<file path="src/rtl/encoder_16to4_seq_pkg.sv">
// Shared constants, FSM state type and bit-vector helpers for the sequential 16-to-4 encoder.
package encoder_pkg;

    localparam int N_LINES = 16;
    localparam int CODE_W  = 4;

    typedef enum logic [0:0] {
        IDLE = 1'b0,
        SCAN = 1'b1
    } enc_state_t;

    function automatic logic [CODE_W:0] popcount(input logic [N_LINES-1:0] vec);
        logic [CODE_W:0] cnt;
        cnt = {(CODE_W+1){1'b0}};
        for (int i = 0; i < N_LINES; i++) begin
            cnt = cnt + {{CODE_W{1'b0}}, vec[i]};
        end
        return cnt;
    endfunction

    // One-hot mask of a single line, used to retire the code just served.
    function automatic logic [N_LINES-1:0] line_mask(input logic [CODE_W-1:0] idx);
        return {{(N_LINES-1){1'b0}}, 1'b1} << idx;
    endfunction

endpackage

</file>
<file path="src/rtl/encoder_16to4_seq_if.sv">
// Handshake/bus bundle between the encoder and its producer/consumer.
interface encoder_16to4_seq_if #(
    parameter int N = encoder_pkg::N_LINES,
    parameter int M = encoder_pkg::CODE_W
) ();

    logic         En;
    logic         Load;
    logic [N-1:0] W;
    logic         Ready;
    logic [M-1:0] Y;
    logic         Valid;
    logic         Busy;
    logic [M:0]   Count;
    logic         Done;
    logic         Zero;

    modport master (
        output En, Load, W, Ready,
        input  Y, Valid, Busy, Count, Done, Zero
    );

    modport slave (
        input  En, Load, W, Ready,
        output Y, Valid, Busy, Count, Done, Zero
    );

endinterface

</file>
<file path="src/rtl/encoder_16to4_seq_prio.sv">
// Combinational priority encoder; HIGH_PRIORITY_EN selects highest-index-first,
// otherwise line 0 has the highest priority.
module prio_encode_16 #(
    parameter int N = encoder_pkg::N_LINES,
    parameter int M = encoder_pkg::CODE_W
) (
    input  logic [N-1:0] vec,
    output logic [M-1:0] idx,
    output logic         any
);

    // Scan order makes the winning line the last one written.
    always_comb begin
        idx = {M{1'b0}};
        any = |vec;
`ifdef HIGH_PRIORITY_EN
        for (int i = 0; i < N; i++) begin
            idx = vec[i] ? M'(i) : idx;
        end
`else
        for (int i = N - 1; i >= 0; i--) begin
            idx = vec[i] ? M'(i) : idx;
        end
`endif
    end

endmodule

</file>
<file path="src/rtl/encoder_16to4_seq.sv">
// Sequential 16-to-4 encoder: captures a line word, then hands out one code per handshake.
// Priority direction is set by the HIGH_PRIORITY_EN macro (via prio_encode_16).
module encoder_16to4_seq
    import encoder_pkg::*;
#(
    parameter int N = N_LINES,
    parameter int M = CODE_W
) (
    input  logic                  Clock,
    input  logic                  Resetn,
    encoder_16to4_seq_if.slave    bus
);

    enc_state_t   state_r, state_nxt_s;
    logic [N-1:0] pending_r, pending_nxt_s;
    logic [N-1:0] enc_in_s;
    logic [M-1:0] y_r, y_nxt_s;
    logic [M-1:0] enc_idx_s;
    logic         enc_any_s;
    logic         valid_r, valid_nxt_s;
    logic [M:0]   count_r, count_nxt_s;
    logic         done_r, done_nxt_s;
    logic         zero_r, zero_nxt_s;
    logic         busy_s;
    logic         load_ok_s;
    logic         accept_s;

    assign busy_s    = (state_r == SCAN) | (|pending_r);
    assign load_ok_s = bus.En & bus.Load & ~busy_s;
    assign accept_s  = bus.En & valid_r & bus.Ready & (state_r == SCAN);

    // A single encoder serves both the first code of a Load and the next code after an accept.
    assign enc_in_s = load_ok_s ? bus.W : (pending_r & ~line_mask(y_r));

    prio_encode_16 #(.N(N), .M(M)) u_prio (
        .vec (enc_in_s),
        .idx (enc_idx_s),
        .any (enc_any_s)
    );

    // Next-state and next-output logic for the IDLE/SCAN controller.
    always_comb begin
        state_nxt_s   = state_r;
        pending_nxt_s = pending_r;
        y_nxt_s       = y_r;
        valid_nxt_s   = valid_r;
        count_nxt_s   = count_r;
        done_nxt_s    = 1'b0;
        zero_nxt_s    = 1'b0;
        case (state_r)
            IDLE: begin
                if (load_ok_s) begin
                    if (|bus.W) begin
                        pending_nxt_s = bus.W;
                        count_nxt_s   = popcount(bus.W);
                        y_nxt_s       = enc_idx_s;
                        valid_nxt_s   = 1'b1;
                        state_nxt_s   = SCAN;
                    end else begin
                        zero_nxt_s    = 1'b1;
                    end
                end else begin
                    state_nxt_s = IDLE;
                end
            end
            SCAN: begin
                if (accept_s) begin
                    pending_nxt_s = enc_in_s;
                    count_nxt_s   = count_r - {{M{1'b0}}, 1'b1};
                    if (enc_any_s) begin
                        y_nxt_s     = enc_idx_s;
                    end else begin
                        valid_nxt_s = 1'b0;
                        count_nxt_s = {(M+1){1'b0}};
                        done_nxt_s  = 1'b1;
                        state_nxt_s = IDLE;
                    end
                end else begin
                    state_nxt_s = SCAN;
                end
            end
            default: begin
                state_nxt_s   = IDLE;
                pending_nxt_s = {N{1'b0}};
                valid_nxt_s   = 1'b0;
                count_nxt_s   = {(M+1){1'b0}};
            end
        endcase
    end

    // State and output registers; reset discards all pending codes without a Done pulse.
    always_ff @(posedge Clock or negedge Resetn) begin
        if (!Resetn) begin
            state_r   <= IDLE;
            pending_r <= {N{1'b0}};
            y_r       <= {M{1'b0}};
            valid_r   <= 1'b0;
            count_r   <= {(M+1){1'b0}};
            done_r    <= 1'b0;
            zero_r    <= 1'b0;
        end else begin
            state_r   <= state_nxt_s;
            pending_r <= pending_nxt_s;
            y_r       <= y_nxt_s;
            valid_r   <= valid_nxt_s;
            count_r   <= count_nxt_s;
            done_r    <= done_nxt_s;
            zero_r    <= zero_nxt_s;
        end
    end

    // Valid drops immediately with En so no handshake can be seen while stalled.
    assign bus.Y     = y_r;
    assign bus.Valid = valid_r & bus.En;
    assign bus.Busy  = busy_s;
    assign bus.Count = count_r;
    assign bus.Done  = done_r;
    assign bus.Zero  = zero_r;

endmodule

</file>
<file path="src/flat_wrapper.sv">
// flat-port wrapper written by rule: the top's interface ports become plain ports
module encoder_16to4_seq_flat import encoder_pkg::*;
#(
    parameter int N = N_LINES,
    parameter int M = CODE_W
)
  (Clock, Resetn, bus_En, bus_Load, bus_W, bus_Ready, bus_Y, bus_Valid, bus_Busy, bus_Count, bus_Done, bus_Zero);
  encoder_16to4_seq_if #(.N(N), .M(M)) bus_i ();
  input  logic Clock;
  input  logic Resetn;
  input wire logic [$bits(bus_i.En)-1:0] bus_En;
  input wire logic [$bits(bus_i.Load)-1:0] bus_Load;
  input wire logic [$bits(bus_i.W)-1:0] bus_W;
  input wire logic [$bits(bus_i.Ready)-1:0] bus_Ready;
  output wire logic [$bits(bus_i.Y)-1:0] bus_Y;
  output wire logic [$bits(bus_i.Valid)-1:0] bus_Valid;
  output wire logic [$bits(bus_i.Busy)-1:0] bus_Busy;
  output wire logic [$bits(bus_i.Count)-1:0] bus_Count;
  output wire logic [$bits(bus_i.Done)-1:0] bus_Done;
  output wire logic [$bits(bus_i.Zero)-1:0] bus_Zero;
  assign bus_i.En = bus_En;
  assign bus_i.Load = bus_Load;
  assign bus_i.W = bus_W;
  assign bus_i.Ready = bus_Ready;
  assign bus_Y = bus_i.Y;
  assign bus_Valid = bus_i.Valid;
  assign bus_Busy = bus_i.Busy;
  assign bus_Count = bus_i.Count;
  assign bus_Done = bus_i.Done;
  assign bus_Zero = bus_i.Zero;
  encoder_16to4_seq #(.N(N), .M(M)) u_core (.Clock(Clock), .Resetn(Resetn), .bus(bus_i));
endmodule
</file>
<file path="config.mk">
export PLATFORM = sky130hd
export DESIGN_NAME = encoder_16to4_seq_flat
export DESIGN_NICKNAME = d
export VERILOG_FILES = /design/src/rtl/encoder_16to4_seq_pkg.sv /design/src/rtl/encoder_16to4_seq_if.sv /design/src/rtl/encoder_16to4_seq_prio.sv /design/src/rtl/encoder_16to4_seq.sv /design/src/flat_wrapper.sv
export SDC_FILE = /design/constraint.sdc
export NUM_CORES = 1
export LEC_CHECK = 0
export ABC_CLOCK_PERIOD_IN_PS = 3450
export CORE_UTILIZATION = 45
export CTS_CLUSTER_DIAMETER = 120
export CTS_CLUSTER_SIZE = 28
export DETAILED_ROUTE_END_ITERATION = 7
export PLACE_DENSITY = 0.71
export SLEW_MARGIN = 20
export SYNTH_ARGS = -nofsm -noshare
export SYNTH_HDL_FRONTEND = slang
export SYNTH_SLANG_ARGS = --single-unit
</file>
<file path="constraint.sdc">
create_clock -name Clock -period 3.45 [get_ports Clock]
set_clock_uncertainty 0.05 [all_clocks]
set_input_delay 0.69 -clock Clock [delete_from_list [all_inputs] [get_ports Clock]]
set_output_delay 0.69 -clock Clock [all_outputs]
set_load 0.05 [all_outputs]
</file>
==> results.yml, run 1 <==
outcome:
  status: "finished with violations"
  failed_checks: "negative setup slack"
global_route:
  grt_max_degree: 30
  track_usage_pct: 28.4
  grt_pass1_wl_um: 13800
  grt_pass1_vias: 2771
  grt.overflow.total: 0
  antenna_found_initial: 0
job:
  cap_violations: 0
placed_design:
  post-place-cells: 459
  gp_congestion: 0.959
  portBuffers: 33
  dp_slack_ns: -1.58
  dp_hpwl_um: 6580
  placed_area_mm2: 0.00346
synth:
  synth_top_area_cell: "dfrtp_1"
  async_flop_share_pct: 100
  synth-edff-count: 0
  synthTopCellsByArea: "dfrtp_1 (26%), fa_1 (7.2%), nand2_1 (4.8%)"
  yosys_warnings: 0
  ys_ff_latch: 29
  syn_area_per_cell_um2: 8.53
  netlist.area_leader.share_pct: 25.9
  netlist_area_mm2: 0.00280
  seq_area_frac_synth_pct: 25.9
  netlist_instances: 328
  ys.flop_type: "dfrtp_1"
  syn_nets: 367
  yosysMostFrequentCell: "nand2_1"
  synth_commonest_cells: "nand2_1 (36), dfrtp_1 (29), inv_1 (29)"
  synth_cell_type_count: 63
sta:
  min_period_over_period_pct: 120
  setup_viol: 5
  relSlewSlack_pct: 54.0
  holdWs_ns: 0.475
  fin_crit_ns: 4.16
  rsz0062_at_grt: "true"
  hold_violations: 0
  tightest_slew_ns: 0.691
  final_max_slew_viol_count: 0
  timing.fmax_mhz: 241
  setup_ws_ns: -0.705
floorplanning:
  core_area_mm2: 0.00596
  rows: 28
  pin_count: 34
  dieArea_mm2: 0.00654
  start_util_pct: 47.0
  die_h_um: 80.9
  die_w_um: 80.9
clock_network:
  clk_transition_reported_paths_ns: 0.07
  numClockSinks: 29
  cts.path.max_buffers: 2
  clkLatencyLatePin_ns: 0.29
  clockRootBuffer: "clkbuf_8"
  cts_htree_levels: 2
  cts_buffers: 5
  cts_tree: "done"
critical_path:
  critPathArrivalTime_ns: 4.29
  crit_top_cell: "fa_1"
  worstPathRequired_ns: 3.58
  critPathKind: "in -> reg"
  endpoint_kind: "flip-flop"
  cp-start-kind: "input pin"
  slowest_stage: "fa_1"
  crit_chain: "buf_8 > inv_8 > ha_4 > inv_2 > fa_1 > fa_1 > fa_1 > fa_1 > inv_2 > fa_2 > fa_2 > xnor2_2 > o32ai_2 > a22o_1"
  cp_max_fo: 2
  slowest_delay_ns: 0.51
layout:
  diodes: 0
  drive_gt1_share_pct: 23.5
  fin_nets: 430
  area_delta_synth_final_pct: 27.0
  design_area_mm2: 0.00355
  final_cells: 467
  final_util_pct: 59.7
route:
  drtIter0Drc: 292
  drt-total-wl_um: 8570
  drc: 0
  vias_per_cell: 6.14
  final_antenna_net_count: 0
  routedWlPerCell_um: 18.4
  drtPass1Iterations: 6
  vias: 2868
pwr:
  p_per_area_mw_per_mm2: 828
  peakVddDrop_v: 0.000500
  power.leakage_nw: 1.55
hold_path:
  hold_path.class: "reg -> reg"
-- cell families after synthesis --
group	share of synthesized area, %
simple gates	22.1
fa+ha+maj	10.7
flops	25.9
compound gates	27.6
buf+inv	7.92
xor+xnor	0.626
mux	5.05
-- critical path: cells and delay by family --
kind	cells	cell delay (ns)
buffers and inverters	4	0.19
XOR/XNOR	1	0.17
AO/OA/AOI/OAI	2	0.31
adder cells (fa/ha/maj)	7	2.93
-- per-stage QoR --
stage	total power [mW]	setup TNS, ns
5_1_grt	3.13	-3.17
6_report	2.94	-2.83
3_3_place_gp	2.58	-6.83
2_1_floorplan	2.07	-3.20
3_5_place_dp	2.62	-7.12
4_1_cts	2.92	-3.80
-- sequential cells by signal, summed over array words and instances (netlist names) --
name              cells
u_core.bus.Y          4
u_core.pending_r     16
u_core.bus.Zero       1
u_core.bus.Done       1
u_core.state_r        1
u_core.bus.Count      5
u_core.valid_r        1
-- cell type report --
type	count	area, µm²
fill	554	2400
multi-input combinational	252	1890
sequential	29	726
timing repair buffer	74	643
inverter	29	121
tap	75	93.8
clock buffer	6	72.6
clock inverter	2	10.0
-- where the power goes --
part / switching, mW / internal (mW) / leakage, nW / total, mW
combinational: 1.02 / 0.845 / 1.13 / 1.87
clock: 0.144 / 0.140 / 0.0450 / 0.284
sequential: 0.316 / 0.475 / 0.377 / 0.791
total: 1.48 / 1.46 / 1.55 / 2.94
-- final timing paths --
path	startpoint	to	slack [ns]	depth (start not counted)
max	bus_W[1]	u_core.bus.Count[2]	-0.71	14
min	u_core.bus.Count[4]	u_core.bus.Count[4]	0.47	1
max reg2reg	u_core.bus.Y[0]	u_core.bus.Count[3]	0.63	7
min reg2reg	u_core.bus.Count[4]	u_core.bus.Count[4]	0.47	1
max in group asynchronous	Resetn	u_core.pending_r[1]	2.31	2
min in group asynchronous	Resetn	u_core.pending_r[10]	0.75	2
-- layout by cell type (no fill, tap or decap), types with 6 or more instances in the layout --
cell type	instances
buf_4	41
nand2_1	36
dfrtp_1	29
nor2_1	26
clkdlybuf4s50_1	26
o21ai_0	23
inv_1	22
a22o_1	13
a21oi_1	11
nor3_1	10
fa_1	8
mux2i_1	7
nand4_1	7
ha_1	7
a31oi_1	6
nand2b_1	6
nand3_1	6
-- timing repair --
action / in CTS / in global routing
pin swaps: 12 / 7
resized for setup: 23 / 2
setup buffers: 0 / 0
hold buffers: 0 / 0
setup endpoints to repair: 5 / 5
-- layer usage --
| metal | wire length (µm) | GRT usage [%] | vias to the layer above |
|---|---|---|---|
| met5 | 0 | 0 | - |
| met4 | 233 | 14.1 | 0 |
| met3 | 732 | 5.84 | 20 |
| met2 | 3990 | 44.7 | 162 |
| met1 | 3620 | 36.8 | 1370 |
| li1 | - | - | 1316 |
(Power assumes the default switching activity.)
==> run 2, diff against run 1 <==
CTS_BUF_LIST = sky130_fd_sc_hd__clkbuf_16   (was default)
==> results.yml, run 2 (same netlist as run 1, synthesis figures left out) <==
outcome:
  status: "finished with violations"
  failed_checks: "negative setup slack"
critical_path:
  critPathArrivalTime_ns: 4.29
  critPathKind: "in -> reg"
  endpoint_kind: "flip-flop"
  crit_path_start: "bus_W[1]"
  r2r-start: "u_core.bus.Y[0]"
  reg2regPathDepth: 7
  worstPathRequired_ns: 3.57
  cp_max_fo: 2
  cp-start-kind: "input pin"
floorplanning:
  die_h_um: 80.9
  die_w_um: 80.9
  rows: 28
  start_util_pct: 47.0
  dieArea_mm2: 0.00654
  pin_count: 34
  core_area_mm2: 0.00596
sta:
  tightest_slew_ns: 0.681
  timing.fmax_mhz: 240
  setup_viol: 5
  rsz0062_at_grt: "true"
  setup_ws_ns: -0.718
  hold_violations: 0
  final_max_slew_viol_count: 0
  fin_crit_ns: 4.17
  min_period_over_period_pct: 121
  relSlewSlack_pct: 54.6
layout:
  diodes: 0
  regMostFlops: "u_core.pending_r"
  layout_commonest_cell: "buf_4"
  layout_common_cells: "buf_4 (41), nand2_1 (36), dfrtp_1 (29)"
  fin_nets: 430
  drive_gt1_share_pct: 23.5
  largest_reg_flops: 16
  design_area_mm2: 0.00361
  area_delta_synth_final_pct: 29.0
pwr:
  switchingPower_mw: 1.49
  p_per_area_mw_per_mm2: 852
  pwr-share-clk_pct: 13.6
  peakVddDrop_v: 0.000504
  comb_power_share_pct: 60.7
  power.leakage_nw: 1.58
  seq_power_share_pct: 25.7
  p_int_mw: 1.58
  swShare_pct: 48.6
placed_design:
  gp_congestion: 0.959
  dp_hpwl_um: 6580
  dp_slack_ns: -1.58
  placed_area_mm2: 0.00346
  portBuffers: 33
global_route:
  antenna_found_initial: 0
  grt_pass1_wl_um: 13800
  grt_max_degree: 30
  grt_pass1_vias: 2751
  track_usage_pct: 28.5
  grt.overflow.total: 0
clock_network:
  post-cts-setup-buffer-count: 0
  cts.path.max_buffers: 2
  cts_tree: "done"
  clkLatencyLatePin_ns: 0.28
  cts_htree_levels: 2
  cts_hold_buffers: 0
  numClockSinks: 29
  cts_buffers: 5
  clk_transition_reported_paths_ns: 0.05
  clockRootBuffer: "clkbuf_16"
route:
  vias: 2881
  drtIter0Drc: 282
  drtPass1Iterations: 5
  routedWlPerCell_um: 18.5
  vias_per_cell: 6.17
  drc: 0
  final_antenna_net_count: 0
  drt-total-wl_um: 8650
hold_path:
  whs_path_depth: 1
  hold_path.class: "reg -> reg"
  min-delay-start: "u_core.bus.Count[4]"
job:
  cap_violations: 0
==> run 2: changes by cell type in the layout (fill, tap and decap cells not counted), sizes merged <==
cell / delta
clkbuf: -1
inv: +1
==> run 2: routing by layer <==
metal	vias to the layer above	GRT usage, %	share of wire [%]
li1	1323	-	-
met1	1396	36.7	42
met2	142	45.2	47
met3	20	4.83	7.7
met4	0	15.7	3.1
met5	-	0	0
==> run 2: layout make-up <==
type	instances	area, µm²
fillers	553	2350
multi-input cells	252	1890
flip-flops and latches	29	726
repair buffers	74	643
clock buffers	5	125
inverters	29	121
well taps	75	93.8
clock inverters	3	13.8
==> run 2: worst paths after layout <==
check / end / slack [ns]
max in group asynchronous: u_core.bus.Y[0] / 2.30
hold reg to reg: u_core.bus.Count[4] / 0.47
min in group asynchronous: u_core.pending_r[10] / 0.76
setup reg to reg: u_core.bus.Count[3] / 0.66
hold / removal: u_core.bus.Count[4] / 0.47
setup / recovery: u_core.bus.Count[2] / -0.72
==> run 2: critical path, stage by stage <==
cell	delay [ns]
buf_8	0.09
inv_8	0.03
ha_4	0.24
inv_2	0.03
fa_1	0.48
fa_1	0.51
fa_1	0.43
fa_1	0.51
inv_2	0.04
fa_2	0.35
fa_2	0.41
xnor2_2	0.17
o32ai_2	0.09
a22o_1	0.22
==> run 2: power groups by stage <==
stage / Combinational [mW] / Clock [mW] / Sequential, mW
after floorplan: 1.29 / 0 / 0.786
after global placement: 1.81 / 0 / 0.776
after detailed placement: 1.84 / 0 / 0.781
after CTS: 1.86 / 0.425 / 0.777
after global routing: 2.02 / 0.437 / 0.809
final: 1.87 / 0.420 / 0.789
==> run 2: metrics by stage <==
stage          TNS, ns  hold slack [ns]  util (%)  std cells  total power, mW
5_1_grt          -3.29            0.502      60.6        467             3.26
3_3_place_gp     -6.83            0.454      58.1        459             2.58
4_1_cts          -3.87            0.475      60.5        467             3.06
6_report         -2.88            0.470      60.6        467             3.08
3_5_place_dp     -7.12            0.461      58.1        459             2.62
2_1_floorplan    -3.20            0.344         -        328             2.07
==> run 2: timing repair <==
item,CTS,global route
pin swaps,12,7
gates resized for setup,23,2
endpoints found under the setup margin,5,5
gates cloned,0,0
==> run 3, diff against run 2 <==
CORE_ASPECT_RATIO = 1.2   (was default)
==> results.yml, run 3 (same netlist as run 1, synthesis figures left out) <==
route:
  drtIter0Drc: 275
  vias_per_cell: 6.07
  wl_met3_um: 522
  drt-total-wl_um: 8410
  drtPass1Iterations: 5
  wl_met2_um: 4020
  vias: 2841
  m1WireLength_um: 3510
  drc: 0
  final_antenna_net_count: 0
  routedWlPerCell_um: 18.0
  top_layer_used: "met4"
critical_path:
  cp_max_fo: 2
  worstPathRequired_ns: 3.56
  r2r-start: "u_core.bus.Y[0]"
  slowest_delay_ns: 0.54
  critPathArrivalTime_ns: 4.30
  endpoint_kind: "flip-flop"
  crit_end: "u_core.bus.Count[2]"
  cp-start-kind: "input pin"
  crit_chain: "clkdlybuf4s15_1 > inv_1 > fa_1 > fa_1 > fa_1 > fa_1 > inv_2 > fa_2 > fa_2 > xnor2_2 > o32ai_2 > a22o_1"
  crit_path_start: "bus_W[10]"
  crit_top_cell: "fa_1"
  worst-r2r-setup-slack_ns: 0.55
  slowest_stage: "fa_1"
  reg2regPathDepth: 7
  critPathKind: "in -> reg"
  regToRegEndpoint: "u_core.bus.Count[2]"
placed_design:
  portBuffers: 33
  post-place-cells: 459
  gp_congestion: 1.00
  dp_hpwl_um: 6480
layout:
  layout_common_cells: "nand2_1 (36), buf_4 (35), dfrtp_1 (29)"
  regMostFlops: "u_core.pending_r"
  diodes: 0
  area_delta_synth_final_pct: 28.1
  layout_commonest_cell: "nand2_1"
  drive_gt1_share_pct: 22.0
  final_cells: 468
  fin_nets: 425
  n_fill_cell: 570
  largest_reg_flops: 16
hold_path:
  whs_path_depth: 1
  hold_path.class: "reg -> reg"
floorplanning:
  die_h_um: 88.4
  dieArea_mm2: 0.00654
  start_util_pct: 46.5
  pin_count: 34
  core_area_mm2: 0.00601
  rows: 31
  die_w_um: 74.0
sta:
  final_max_slew_viol_count: 0
  setup_viol: 5
  min_period_over_period_pct: 121
  rsz0062_at_grt: "true"
  relSlewSlack_pct: 53.7
  fin_crit_ns: 4.19
  tightest_slew_ns: 0.694
  setup_ws_ns: -0.738
  hold_violations: 0
  timing.fmax_mhz: 239
global_route:
  track_usage_pct: 27.5
  antenna_found_initial: 0
  grt_pass1_vias: 2681
  grt.overflow.total: 0
  grt_pass1_wl_um: 13400
  grt_max_degree: 33
outcome:
  failed_checks: "negative setup slack"
  status: "finished with violations"
clock_network:
  cts.path.max_buffers: 2
  clockRootBuffer: "clkbuf_16"
  clkLatencyLatePin_ns: 0.27
  cts_hold_buffers: 0
  cts_tree: "done"
  clk_transition_reported_paths_ns: 0.05
  numClockSinks: 29
  cts_buffers: 5
  cts_htree_levels: 2
job:
  cap_violations: 0
pwr:
  p_total_mw: 3.02
  peakVddDrop_v: 0.000456
  power.leakage_nw: 1.55
  p_per_area_mw_per_mm2: 842
[run 3: cell types whose count changed in the layout (fill, tap and decap cells not counted)]
| cell | before | now |
|---|---|---|
| clkinv_2 | 2 | 0 |
| clkdlybuf4s15_1 | 1 | 2 |
| a21oi_2 | 3 | 2 |
| buf_12 | 0 | 1 |
| inv_1 | 23 | 22 |
| a21oi_1 | 11 | 12 |
| buf_4 | 41 | 35 |
| dlygate4sd2_1 | 4 | 3 |
| clkinv_1 | 0 | 1 |
| inv_2 | 5 | 6 |
[run 3: final cells by class]
class                           instances  area, µm²  share of cell area [%]
Tap cell                               82        103                    2.86
Inverter                               29        121                    3.39
Sequential cell                        29        726                    20.2
Clock buffer                            5        125                    3.49
Clock inverter                          2       7.51                   0.209
Timing Repair Buffer                   69        619                    17.3
Multi-Input combinational cell        252       1880                    52.5
[run 3: worst min-delay path by stage]
stage | from | to
2_1_floorplan | Resetn | u_core.bus.Count[0]
3_3_place_gp | u_core.pending_r[10] | u_core.pending_r[10]
5_1_grt | u_core.bus.Count[4] | u_core.bus.Count[4]
3_5_place_dp | u_core.bus.Count[4] | u_core.bus.Count[4]
6_report | u_core.bus.Count[4] | u_core.bus.Count[4]
4_1_cts | u_core.bus.Count[4] | u_core.bus.Count[4]
[run 3: per-layer routing]
| layer | up-vias | track usage [%] |
|---|---|---|
| li1 | 1307 | - |
| met1 | 1339 | 35.1 |
| met2 | 154 | 45.4 |
| met3 | 41 | 4.67 |
| met4 | 0 | 12.1 |
| met5 | - | 0 |
[run 3: report_power, final]
group          total (mW)  switching (mW)  internal [mW]
sequential          0.782           0.306          0.476
clock               0.404           0.147          0.257
combinational        1.83            1.01          0.821
total                3.02            1.46           1.55
[run 3: timing repair]
item                       in CTS  in global routing
buffers inserted                1                  1
pin swaps                      12                 14
gates resized for setup        22                  4
setup endpoints to repair       5                  5
[run 3: stage by stage]
step                      worst slack [ns]  utilization [%]  TNS [ns]  hold WS [ns]  area, µm²
final                               -0.738             59.6     -2.75         0.471       3580
after global routing                -0.834             59.6     -3.22         0.513       3580
after CTS                           -0.857             59.5     -3.56         0.473       3570
after detailed placement             -1.54             57.1     -6.79         0.454       3430
after global placement               -1.49             57.1     -6.62         0.459       3430
after floorplan                     -0.818                -     -3.20         0.344       2840
[run 3: worst max-delay path: cells and delay by family]
| kind | cells | cell delay, ns |
|---|---|---|
| buf+inv | 3 | 0.38 |
| compound gates | 2 | 0.35 |
| fa+ha+maj | 6 | 2.71 |
| xor+xnor | 1 | 0.19 |
